## config.mk

```make
export PLATFORM = sky130hd
export DESIGN_NAME = mem_port_arbiter
export DESIGN_NICKNAME = d
export VERILOG_FILES = /design/src/rtl/mips_mem_pkg.sv /design/src/rtl/mem_lat_counter.sv /design/src/rtl/mem_port_arbiter.sv
export SDC_FILE = /design/constraint.sdc
export NUM_CORES = 1
export LEC_CHECK = 0
export ABC_AREA = 1
export ABC_CLOCK_PERIOD_IN_PS = 11250
export CAP_MARGIN = 15
export CORE_ASPECT_RATIO = 0.9
export CORE_MARGIN = 1.5
export CORE_UTILIZATION = 24
export DETAILED_ROUTE_END_ITERATION = 10
export PLACE_DENSITY = 0.59
export SYNTH_ARGS = -nofsm -noshare
export SYNTH_HDL_FRONTEND = slang
export SYNTH_HIERARCHICAL = 1
export SYNTH_SLANG_ARGS = --single-unit
```

## constraint.sdc

```tcl
create_clock -name clk -period 11.25 [get_ports clk]
set_clock_uncertainty 0.15 [all_clocks]
set_input_delay 2.25 -clock clk [delete_from_list [all_inputs] [get_ports clk]]
set_output_delay 2.25 -clock clk [all_outputs]
set_load 0.03 [all_outputs]
```

## src/rtl/mips_mem_pkg.sv

```systemverilog
// Shared definitions for the single-port memory arbiter: FSM state encoding
// and the legal bounds of the memory read latency.
package mips_mem_pkg;

  localparam int MEM_LAT_MIN = 1;
  localparam int MEM_LAT_MAX = 4;
  localparam int LAT_W       = 3;

  typedef enum logic [2:0] {
    ST_FETCH = 3'd0,
    ST_IWAIT = 3'd1,
    ST_DATA  = 3'd2,
    ST_DWAIT = 3'd3,
    ST_EXEC  = 3'd4,
    ST_HALT  = 3'd5
  } state_t;

endpackage

```

## src/rtl/mem_lat_counter.sv

```systemverilog
// Memory read latency countdown: load with the latency on issue, decrement
// while waiting; done marks the cycle in which read data is valid.
module mem_lat_counter
  import mips_mem_pkg::*;
(
  input  logic             clk,
  input  logic             reset,
  input  logic             load,
  input  logic [LAT_W-1:0] load_val,
  input  logic             dec,
  output logic             done
);

  logic [LAT_W-1:0] count_q;
  logic [LAT_W-1:0] count_d;

  always_comb begin
    count_d = count_q;
    if (load) begin
      count_d = load_val;
    end else if (dec && (count_q != '0)) begin
      count_d = count_q - 1'b1;
    end
  end

  always_ff @(posedge clk or posedge reset) begin
    if (reset) begin
      count_q <= '0;
    end else begin
      count_q <= count_d;
    end
  end

  assign done = (count_q == LAT_W'(1));

endmodule

```

## src/rtl/mem_port_arbiter.sv

```systemverilog
// Serialises one instruction fetch and at most one data access per CPU
// instruction onto a single memory port, then strobes the CPU forward.
module mem_port_arbiter
  import mips_mem_pkg::*;
#(
  parameter int MEM_LATENCY = 1
) (
  input  logic        clk,
  input  logic        reset,
  input  logic        run,
  input  logic        cpu_active,
  input  logic [31:0] instr_address,
  output logic [31:0] instr_readdata,
  input  logic [31:0] data_address,
  input  logic        data_read,
  input  logic        data_write,
  input  logic [31:0] data_writedata,
  output logic [31:0] data_readdata,
  output logic        clock_enable,
  output logic [31:0] mem_address,
  output logic        mem_read,
  output logic        mem_write,
  output logic [31:0] mem_writedata,
  input  logic [31:0] mem_readdata,
  output logic        halted,
  output logic        protocol_error,
  output logic [31:0] stall_count
);

  localparam logic [LAT_W-1:0] LAT_LOAD = LAT_W'(MEM_LATENCY);

  state_t      state_q, state_d;
  logic [31:0] instr_q, instr_d;
  logic [31:0] data_q, data_d;
  logic        perr_q, perr_d;
  logic [31:0] stall_q, stall_d;

  logic        cnt_load, cnt_dec, cnt_done;
  logic        mem_read_c, mem_write_c;
  logic [31:0] mem_address_c, mem_writedata_c;

  mem_lat_counter u_lat (
    .clk      (clk),
    .reset    (reset),
    .load     (cnt_load),
    .load_val (LAT_LOAD),
    .dec      (cnt_dec),
    .done     (cnt_done)
  );

  always_comb begin
    state_d         = state_q;
    instr_d         = instr_q;
    data_d          = data_q;
    perr_d          = perr_q;
    cnt_load        = 1'b0;
    cnt_dec         = 1'b0;
    mem_read_c      = 1'b0;
    mem_write_c     = 1'b0;
    mem_address_c   = '0;
    mem_writedata_c = '0;
    case (state_q)
      ST_FETCH: begin
        if (run) begin
          if (!cpu_active) begin
            state_d = ST_HALT;
          end else begin
            mem_read_c    = 1'b1;
            mem_address_c = instr_address;
            cnt_load      = 1'b1;
            state_d       = ST_IWAIT;
          end
        end
      end
      ST_IWAIT: begin
        cnt_dec = 1'b1;
        if (cnt_done) begin
          instr_d = mem_readdata;
          state_d = ST_DATA;
        end
      end
      ST_DATA: begin
        // A simultaneous read request is dropped in favour of the write.
        if (data_write) begin
          mem_write_c     = 1'b1;
          mem_address_c   = data_address;
          mem_writedata_c = data_writedata;
          perr_d          = perr_q | data_read;
          state_d         = ST_EXEC;
        end else if (data_read) begin
          mem_read_c    = 1'b1;
          mem_address_c = data_address;
          cnt_load      = 1'b1;
          state_d       = ST_DWAIT;
        end else begin
          state_d = ST_EXEC;
        end
      end
      ST_DWAIT: begin
        cnt_dec = 1'b1;
        if (cnt_done) begin
          data_d  = mem_readdata;
          state_d = ST_EXEC;
        end
      end
      ST_EXEC: state_d = ST_FETCH;
      ST_HALT: state_d = ST_HALT;
      default: state_d = ST_FETCH;
    endcase
  end

  always_comb begin
    stall_d = stall_q;
    if (run && (state_q != ST_HALT) && (state_q != ST_EXEC) && (stall_q != 32'hFFFF_FFFF)) begin
      stall_d = stall_q + 32'd1;
    end
  end

  always_ff @(posedge clk or posedge reset) begin
    if (reset) begin
      state_q <= ST_FETCH;
      instr_q <= '0;
      data_q  <= '0;
      perr_q  <= 1'b0;
      stall_q <= '0;
    end else begin
      state_q <= state_d;
      instr_q <= instr_d;
      data_q  <= data_d;
      perr_q  <= perr_d;
      stall_q <= stall_d;
    end
  end

  // Port drives are decoded from the state, so gate them with reset to keep
  // a FETCH-with-run from leaking a read while reset is held.
  assign mem_read       = mem_read_c & ~reset;
  assign mem_write      = mem_write_c & ~reset;
  assign mem_address    = reset ? 32'd0 : mem_address_c;
  assign mem_writedata  = reset ? 32'd0 : mem_writedata_c;
  assign clock_enable   = (state_q == ST_EXEC);
  assign halted         = (state_q == ST_HALT);
  assign instr_readdata = instr_q;
  assign data_readdata  = data_q;
  assign protocol_error = perr_q;
  assign stall_count    = stall_q;

endmodule

```

==> metrics.yaml, run 1 <==
outcome:
  outcome: "finished, violations left"
  violations: "design-rule violations"
clock_network:
  ctsHoldBuffers: 0
  clk_pin_slew_ps: 70
  cts_htree_levels: 3
  cts_tree: "yes"
  cts_buffer_depth: 2
  cts.sinks: 103
  root_buffer: "clkbuf_16"
  clk_latency_ps: 370
  post_cts_resized: 0
  cts_setup_buffers: 0
  cts_made_buffers: 9
synthesis:
  async_flop_share_pct: 100.0
  ys_types: 29
  synth_cells: 814
  yosysWarnings: 6
  synth_edf_count: 0
  synth_area_sq_um: 5753
  ys_ff_latch: 103
  synthMostInstantiatedCell: "nand2_1"
  synth_top_area_share_pct: 44.80
  ys_seq_area_share_pct: 44.80
  post_synth.cell_area_avg_sq_um: 7.068
  synth_area_leaders: "dfrtp_1 (45%), nand2_1 (15%), nor2_1 (8.1%)"
  synth_top_area_cell: "dfrtp_1"
  yosys-top-cells-count: "nand2_1 (236), nor2_1 (124), inv_1 (113)"
  synth-main-ff-cell: "dfrtp_1"
grt:
  grt-ovfl-total: 0
  grt_pass1_wl_mm: 32.13
  antenna_found_initial: 0
  track_usage_pct: 16.52
  grt_pass1_vias: 5745
  grt_start_max_net_pins: 69
placed_design:
  place_congestion: 0.9026
  port_buffers: 298
  hpwl_mm: 15.57
  pre_cts_ws_ps: 4482
  place_area_sq_um: 9019
sta:
  setup-tns-final_ps: 0
  tightest_slew_ps: 879.6
  slew_violations: 0
  max_freq_ghz: 0.1472
  rsz0062_at_grt: "no"
  worst_slack_ps: 4459
  hold_violations: 0
  finalSetupViolCount: 0
  finalCritPeriodShare_pct: 60.37
  period_minus_slack_ps: 6791
  relSlewSlack_pct: 41.36
setup_path:
  critPathTopFamily: "buffers and inverters"
  endpoint_kind: "output pin"
  crit_type: "in -> out"
  crit_top_cell: "clkdlybuf4s50_1"
  path_depth: 7
  worst-path-buf-inv: 3
  crit_chain: "clkdlybuf4s50_1 > nand2_1 > nor2_2 > buf_4 > a22oi_1 > nor2_1 > clkdlybuf4s50_1"
  startpoint_type: "primary input"
  slowest_delay_ps: 690
  cp_slowest_cell: "clkdlybuf4s50_1"
  cp_data_required_time_ps: 8850
  cp_max_fo: 28
  crit_arrival_ps: 4390
  rr_worst_depth: 9
floorplan:
  io_pins: 299
  std_cell_rows: 53
  core_area_sq_um: 23480
  die_w_um: 166.2
  fp.dieArea_sq_um: 24910
  initial_core_util_pct: 24.51
  die-height_um: 149.9
detailed_routing:
  dr.pass1.iters: 10
  drc_errors: 6
  drtAntennaViolNets: 0
  via_count: 6012
  drt-total-wl_mm: 20.36
  drt-initial-drc-count: 393
  wl_per_cell_um: 14.47
  vias_per_cell: 4.273
pwr:
  ir_drop_mv: 0.1679
  leakagePower_nw: 4.134
  p_per_area_nw_per_um2: 207.5
finish:
  final_area_sq_um: 9333
  nNetsFinal: 1238
  n_antenna_cell: 0
  drive_gt1_share_pct: 4.615
  nFillCells: 2459
  syn_to_final_growth_pct: 62.22
min_path:
  hold_class: "reg -> reg"
  holdPathStages: 2
run:
  max_cap_viol_count: 0
## logic make-up after synthesis
kind of cell	after synthesis	share of synthesized area, %
other cells	2	0.1305
fa+ha+maj	4	0.8700
simple gates	435	31.56
compound gates	112	11.27
buf+inv	152	10.46
xor+xnor	6	0.9134
flops	103	44.80
## path summary, 6_finish.rpt
path,from,endpoint,slack (ps)
worst max-delay path,run,mem_address[17],4460
worst min-delay path,data_readdata[8]$_DFFE_PP0P_,data_readdata[8]$_DFFE_PP0P_,330
worst max register to register,state_q[1]$_DFFE_PP0P_,stall_count[25]$_DFFE_PP0P_,8900
worst min register to register,data_readdata[8]$_DFFE_PP0P_,data_readdata[8]$_DFFE_PP0P_,330
max in group asynchronous,reset,data_readdata[25]$_DFFE_PP0P_,7370
min in group asynchronous,reset,u_lat/count_q[1]$_DFFE_PP0P_,2210
## flip-flops by register name, indices dropped and copies added, names as in the netlist
signal,count
data_readdata,32
stall_count,32
u_lat/count_q,3
protocol_error,1
state_q,3
instr_readdata,32
## per-layer routing
layer  vias up  routed length [um]  track usage (%)  share of wire (%)
met5         -                   0                0                  0
met4         0                 259            4.450                1.3
met3        19                1613            6.004                7.9
met2       173                9171            25.44                 45
met1      2714                9317            21.81                 46
li1       3106                   -                -                  -
## stage by stage
stage	util (%)	std cells	power (mW)	hold WS, ps
6_report	39.76	1407	1.937	332.3
5_1_grt	39.76	1407	2.073	365.8
4_1_cts	39.67	1406	1.961	338.2
3_5_place_dp	38.42	1390	1.624	316.4
3_3_place_gp	38.42	1390	1.619	309.9
2_1_floorplan	-	815	1.179	368.1
## report_power, final
part           total [mW]  internal (mW)  switching (mW)
sequential          0.607          0.511          0.0956
combinational        1.01          0.411           0.601
clock               0.318          0.157           0.161
## placed cells by master (no fill, tap or decap), types with 9 or more instances in the layout
master / count
a22oi_1: 32
clkbuf_16: 9
clkdlybuf4s50_1: 298
dfrtp_1: 103
inv_1: 112
inv_2: 9
nand2_1: 236
nand3_1: 30
nand4_1: 12
nor2_1: 124
o21ai_0: 73
## worst register-to-register path, stage by stage, from the launching register on
cell	delay [ps]
dfrtp_1	470
inv_2	60
nand2_1	50
nand2_1	260
nor2_1	710
nand2_1	100
nor2_1	220
nand2_1	80
nand2_1	60
nand2_1	50
## area by class of cell
class,instances,area [sq um],area share [%]
repair buffers,304,3040,32.58
clock buffers,10,229.0,2.453
well taps,302,377.9,4.049
multi-input cells,560,2582,27.67
inverters,122,460.4,4.934
flip-flops and latches,103,2577,27.62
clock inverters,6,65.06,0.6971
No activity file was read; power rests on OpenSTA's default activity.
==> run 2, diff against run 1 <==
--- a/config.mk
+++ b/config.mk
@@ -6,13 +6,13 @@
 export NUM_CORES = 1
 export LEC_CHECK = 0
 export ABC_AREA = 1
-export ABC_CLOCK_PERIOD_IN_PS = 11250
+export ABC_CLOCK_PERIOD_IN_PS = 5700
 export CAP_MARGIN = 15
 export CORE_ASPECT_RATIO = 0.9
 export CORE_MARGIN = 1.5
 export CORE_UTILIZATION = 24
 export DETAILED_ROUTE_END_ITERATION = 10
-export PLACE_DENSITY = 0.59
+export PLACE_DENSITY = 0.61
 export SYNTH_ARGS = -nofsm -noshare
 export SYNTH_HDL_FRONTEND = slang
 export SYNTH_HIERARCHICAL = 1
==> constraint.sdc (replaced) <==
create_clock -name clk -period 5.7 [get_ports clk]
set_clock_uncertainty 0.15 [all_clocks]
set_input_delay 1.14 -clock clk [delete_from_list [all_inputs] [get_ports clk]]
set_output_delay 1.14 -clock clk [all_outputs]
set_load 0.03 [all_outputs]
==> run 2 against run 1 <==
  * The flow still finishes with violations (design-rule violations)
  * Clock power up 89%
  * Global-route usage fell by 0.79 points
  * Sequential cell count unchanged
  * Sequential power rose by 98%
  * Critical path type unchanged
==> metrics.yaml, run 2 (synthesis gave the netlist of run 1 again) <==
sta:
  finalSetupViolCount: 0
  period_minus_slack_ps: 4546
  tightest_slew_ps: 875.7
  relSlewSlack_pct: 41.62
  hold_ws_ps: 327.4
  slew_violations: 0
  hold_violations: 0
  max_freq_ghz: 0.2200
  setup-tns-final_ps: 0
  finalCritPeriodShare_pct: 79.76
  rsz0062_at_grt: "no"
detailed_routing:
  drc_errors: 11
  drt-total-wl_mm: 19.47
  via_count: 6042
  drtAntennaViolNets: 0
  dr.pass1.iters: 8
  drt-initial-drc-count: 341
  wl_per_cell_um: 13.85
  vias_per_cell: 4.297
pwr:
  p_int_mw: 2.118
  switching_power_mw: 1.676
  pwr-share-seq_pct: 31.6
  power_frac_comb_pct: 52.6
  leakagePower_nw: 4.114
  clockPowerShare_pct: 15.8
  ir_drop_mv: 0.2964
  total_power_mw: 3.794
  p_per_area_nw_per_um2: 407.8
  switching_share_pct: 44.18
finish:
  nFillCells: 2416
  fin_cells: 1406
  mostFrequentLayoutCell: "clkdlybuf4s50_1"
  n_antenna_cell: 0
  syn_to_final_growth_pct: 61.72
  nNetsFinal: 1238
  drive_gt1_share_pct: 4.620
  layout_common_cells: "clkdlybuf4s50_1 (298), nand2_1 (236), nor2_1 (124)"
min_path:
  hp-start: "protocol_error$_DFFE_PP0P_"
  holdPathStages: 1
  hold_class: "reg -> reg"
  hold-path-endpoint: "protocol_error$_DFFE_PP0P_"
clock_network:
  post_cts_resized: 0
  cts_buffer_depth: 2
  cts_setup_buffers: 0
  cts_made_buffers: 9
  cts.sinks: 103
  ctsHoldBuffers: 0
  cts_tree: "yes"
  clk_pin_slew_ps: 70
  root_buffer: "clkbuf_16"
  clk_latency_ps: 350
  cts_htree_levels: 3
placed_design:
  hpwl_mm: 14.88
  placed_cells: 1391
  place_congestion: 0.9022
  port_buffers: 298
floorplan:
  fp.dieArea_sq_um: 24910
  initial_core_util_pct: 24.51
  die_w_um: 166.2
  io_pins: 299
  die-height_um: 149.9
  core_area_sq_um: 23480
  std_cell_rows: 53
setup_path:
  endpoint_kind: "output pin"
  crit_type: "in -> out"
  rr_worst_depth: 9
  cp_data_required_time_ps: 4410
  r2r-start: "state_q[1]$_DFFE_PP0P_"
  startpoint_type: "primary input"
  cp_max_fo: 28
  crit_arrival_ps: 3260
  r2r_setup_slack_ps: 3370
  r2r-end: "stall_count[25]$_DFFE_PP0P_"
grt:
  track_usage_pct: 15.73
  antenna_found_initial: 0
  grt_start_max_net_pins: 70
  grt-ovfl-total: 0
  grt_pass1_wl_mm: 30.82
  grt_pass1_vias: 5699
run:
  max_cap_viol_count: 0
outcome:
  outcome: "finished, violations left"
  violations: "design-rule violations"
-- run 2: cell count changes in the layout (fill, tap and decap cells not counted), sizes merged --
cell,delta
clkinv,-2
clkinvlp,+2
clkbuf,-1
-- run 2: area by class of cell --
type | count | area [sq um] | area share, %
clock buffers | 9 | 225.2 | 2.421
clock inverters | 6 | 52.55 | 0.5648
inverters | 122 | 460.4 | 4.949
multi-input cells | 560 | 2582 | 27.76
flip-flops and latches | 103 | 2577 | 27.70
well taps | 302 | 377.9 | 4.061
repair buffers | 304 | 3028 | 32.54
-- run 2: metal layers --
| layer | up-vias | GRT usage, % | share of wire [%] |
|---|---|---|---|
| li1 | 3103 | - | - |
| met1 | 2719 | 20.12 | 45 |
| met2 | 201 | 24.77 | 45 |
| met3 | 19 | 6.109 | 9.3 |
| met4 | 0 | 4.220 | 1.3 |
| met5 | - | 0 | 0 |
-- run 2: per-stage QoR --
step | setup slack (ps) | utilization, % | area (sq um)
floorplan | 1393 | - | 5757
global placement | 1186 | 38.45 | 9026
detailed placement | 1159 | 38.45 | 9026
CTS | 1157 | 39.63 | 9304
global route | 1007 | 39.63 | 9304
finish | 1154 | 39.63 | 9304
-- run 2: worst max-delay path by stage --
stage	from	end	slack [ps]	cells past startpoint
2_1_floorplan	reset	data_readdata[0]$_DFFE_PP0P_	1390	3
3_3_place_gp	run	mem_address[26]	1190	7
3_5_place_dp	run	mem_address[7]	1160	7
4_1_cts	run	mem_address[7]	1160	7
5_1_grt	cpu_active	mem_address[1]	1010	7
6_report	run	mem_address[7]	1150	7
-- run 2: worst max-delay path, stage by stage --
cell and delay (ps):
clkdlybuf4s50_1 500, nand2_1 70, nor2_2 230, buf_4 340, a22oi_1 140, nor2_1 130
clkdlybuf4s50_1 680
-- run 2: power groups by stage --
stage	Sequential (mW)	Combinational, mW	Clock (mW)
after CTS	1.20	2.02	0.634
after global placement	1.20	2.00	0
final	1.20	2.00	0.600
after global routing	1.24	2.16	0.649
after floorplan	1.68	0.643	0
after detailed placement	1.20	2.01	0
==> run 3, diff against run 2 <==
--- a/config.mk
+++ b/config.mk
@@ -6,7 +6,7 @@
 export NUM_CORES = 1
 export LEC_CHECK = 0
 export ABC_AREA = 1
-export ABC_CLOCK_PERIOD_IN_PS = 5700
+export ABC_CLOCK_PERIOD_IN_PS = 3670
 export CAP_MARGIN = 15
 export CORE_ASPECT_RATIO = 0.9
 export CORE_MARGIN = 1.5
==> constraint.sdc (replaced) <==
create_clock -name clk -period 3.67 [get_ports clk]
set_clock_uncertainty 0.15 [all_clocks]
set_input_delay 0.734 -clock clk [delete_from_list [all_inputs] [get_ports clk]]
set_output_delay 0.734 -clock clk [all_outputs]
set_load 0.03 [all_outputs]
==> run 3 against run 2 <==
  * The run still ends with design-rule violations left
  * Register-to-register slack worse by 2000 ps
  * Sequential power rose by 55%
  * Hold slack better by 7.8 ps
  * Design area increased by 1.1%
  * Total power rose by 57%
  * Die area is the same
  * Sequential cell count unchanged
  * Largest cell class unchanged
==> metrics.yaml, run 3 (synthesis gave the netlist of run 1 again) <==
grt:
  grt_pass1_wl_mm: 31.06
  track_usage_pct: 15.80
  grt_start_max_net_pins: 65
  grt_pass1_vias: 5721
  antenna_found_initial: 0
  grt-ovfl-total: 0
setup_path:
  cp_data_required_time_ps: 2790
  crit_arrival_ps: 2350
  path_depth: 8
  startpoint_type: "primary input"
  cp_max_fo: 32
  slowest_delay_ps: 450
  endpoint_kind: "output pin"
  crit_chain: "clkdlybuf4s50_1 > inv_1 > nor2_1 > inv_1 > nor2_2 > inv_2 > nor2_1 > dlymetal6s2s_1"
  rr_worst_depth: 10
  critPathTopFamily: "buffers and inverters"
  cp_slowest_cell: "clkdlybuf4s50_1"
  r2r-end: "stall_count[18]$_DFFE_PP0P_"
  r2r-start: "stall_count[0]$_DFFE_PP0P_"
  worst-path-buf-inv: 5
  endpoint: "mem_writedata[16]"
  crit_type: "in -> out"
  r2r_setup_slack_ps: 1360
  startpoint: "data_write"
clock_network:
  cts_htree_levels: 3
  ctsHoldBuffers: 0
  cts.sinks: 103
  cts_made_buffers: 9
  cts_buffer_depth: 2
  cts_tree: "yes"
  root_buffer: "clkbuf_16"
  clk_pin_slew_ps: 80
  cts_setup_buffers: 0
  post_cts_resized: 0
  clk_latency_ps: 360
outcome:
  outcome: "finished, violations left"
  violations: "design-rule violations"
sta:
  relSlewSlack_pct: 61.00
  tightest_slew_ps: 585.0
  rsz0062_at_grt: "no"
  max_freq_ghz: 0.3096
  slew_violations: 0
  finalCritPeriodShare_pct: 88.01
  finalSetupViolCount: 0
  setup-tns-final_ps: 0
  hold_violations: 0
  period_minus_slack_ps: 3230
placed_design:
  placed_cells: 1393
  place_congestion: 0.9029
  hpwl_mm: 14.86
  port_buffers: 298
floorplan:
  die-height_um: 149.9
  std_cell_rows: 53
  fp.dieArea_sq_um: 24910
  core_area_sq_um: 23480
  io_pins: 299
  die_w_um: 166.2
  initial_core_util_pct: 24.51
finish:
  n_antenna_cell: 0
  layout_common_cells: "nand2_1 (236), clkdlybuf4s50_1 (232), nor2_1 (124)"
  nNetsFinal: 1240
  syn_to_final_growth_pct: 63.55
  post-route-util_pct: 40.08
  mostFrequentLayoutCell: "nand2_1"
  drive_gt1_share_pct: 7.949
  fin_cells: 1409
pwr:
  leakagePower_nw: 4.814
  p_per_area_nw_per_um2: 633.0
  ir_drop_mv: 0.4545
  total_power_mw: 5.956
detailed_routing:
  wl_per_cell_um: 14.01
  drt-initial-drc-count: 371
  via_count: 6067
  drt-total-wl_mm: 19.74
  dr.pass1.iters: 9
  drc_errors: 10
  drtAntennaViolNets: 0
  vias_per_cell: 4.306
min_path:
  hold_class: "reg -> reg"
run:
  max_cap_viol_count: 0
## run 3: changes by cell type in the layout (fill, tap and decap cells not counted), sizes merged
| cell | change |
|---|---|
| buf | +36 |
| dlymetal6s2s | +32 |
| clkinv | +4 |
| clkinvlp | -1 |
| inv | -2 |
| clkdlybuf4s50 | -66 |
## run 3: tightest hold or removal path: cells and delay by family (launching register included)
kind / cells / cell delay (ps)
flops: 1 / 350
compound gates: 1 / 50
simple gates: 1 / 50
## run 3: power breakdown
group / internal (mW) / switching (mW) / leakage [nW]
combinational: 1.25 / 1.84 / 3.39
sequential: 1.57 / 0.294 / 1.27
clock: 0.495 / 0.516 / 0.155
total: 3.31 / 2.65 / 4.81
## run 3: layer usage
| metal | global-route usage (%) | vias to the layer above | wire, um |
|---|---|---|---|
| met2 | 24.47 | 199 | 8867 |
| met1 | 20.55 | 2745 | 8801 |
| met3 | 6.348 | 22 | 1811 |
| met5 | 0 | - | 0 |
| met4 | 3.716 | 0 | 263 |
| li1 | - | 3101 | - |
## run 3: final cells by class
cell class,count,area [sq um]
flip-flops and latches,103,2577
fillers,2422,14070
multi-input cells,560,2582
clock inverters,7,96.34
well taps,302,377.9
clock buffers,9,225.2
inverters,122,461.7
repair buffers,306,3088
## run 3: metrics by stage
step | hold WS [ps] | setup slack [ps] | area [sq um]
after floorplan | 337.6 | 866.5 | 5761
after global placement | 313.9 | 141.5 | 9007
after CTS | 341.1 | 71.01 | 9329
final | 335.2 | 440.0 | 9409
after detailed placement | 321.8 | 77.84 | 9007
after global routing | 360.6 | 289.9 | 9409
## run 3: how the worst min path moves through the flow
stage	from	endpoint	cells past startpoint
after CTS	data_readdata[27]$_DFFE_PP0P_	data_readdata[27]$_DFFE_PP0P_	2
final	instr_readdata[0]$_DFFE_PP0P_	instr_readdata[0]$_DFFE_PP0P_	2
after global routing	data_readdata[27]$_DFFE_PP0P_	data_readdata[27]$_DFFE_PP0P_	2
after detailed placement	data_readdata[27]$_DFFE_PP0P_	data_readdata[27]$_DFFE_PP0P_	2
after floorplan	reset	u_lat/count_q[0]$_DFFE_PP0P_	1
after global placement	data_readdata[18]$_DFFE_PP0P_	data_readdata[18]$_DFFE_PP0P_	2
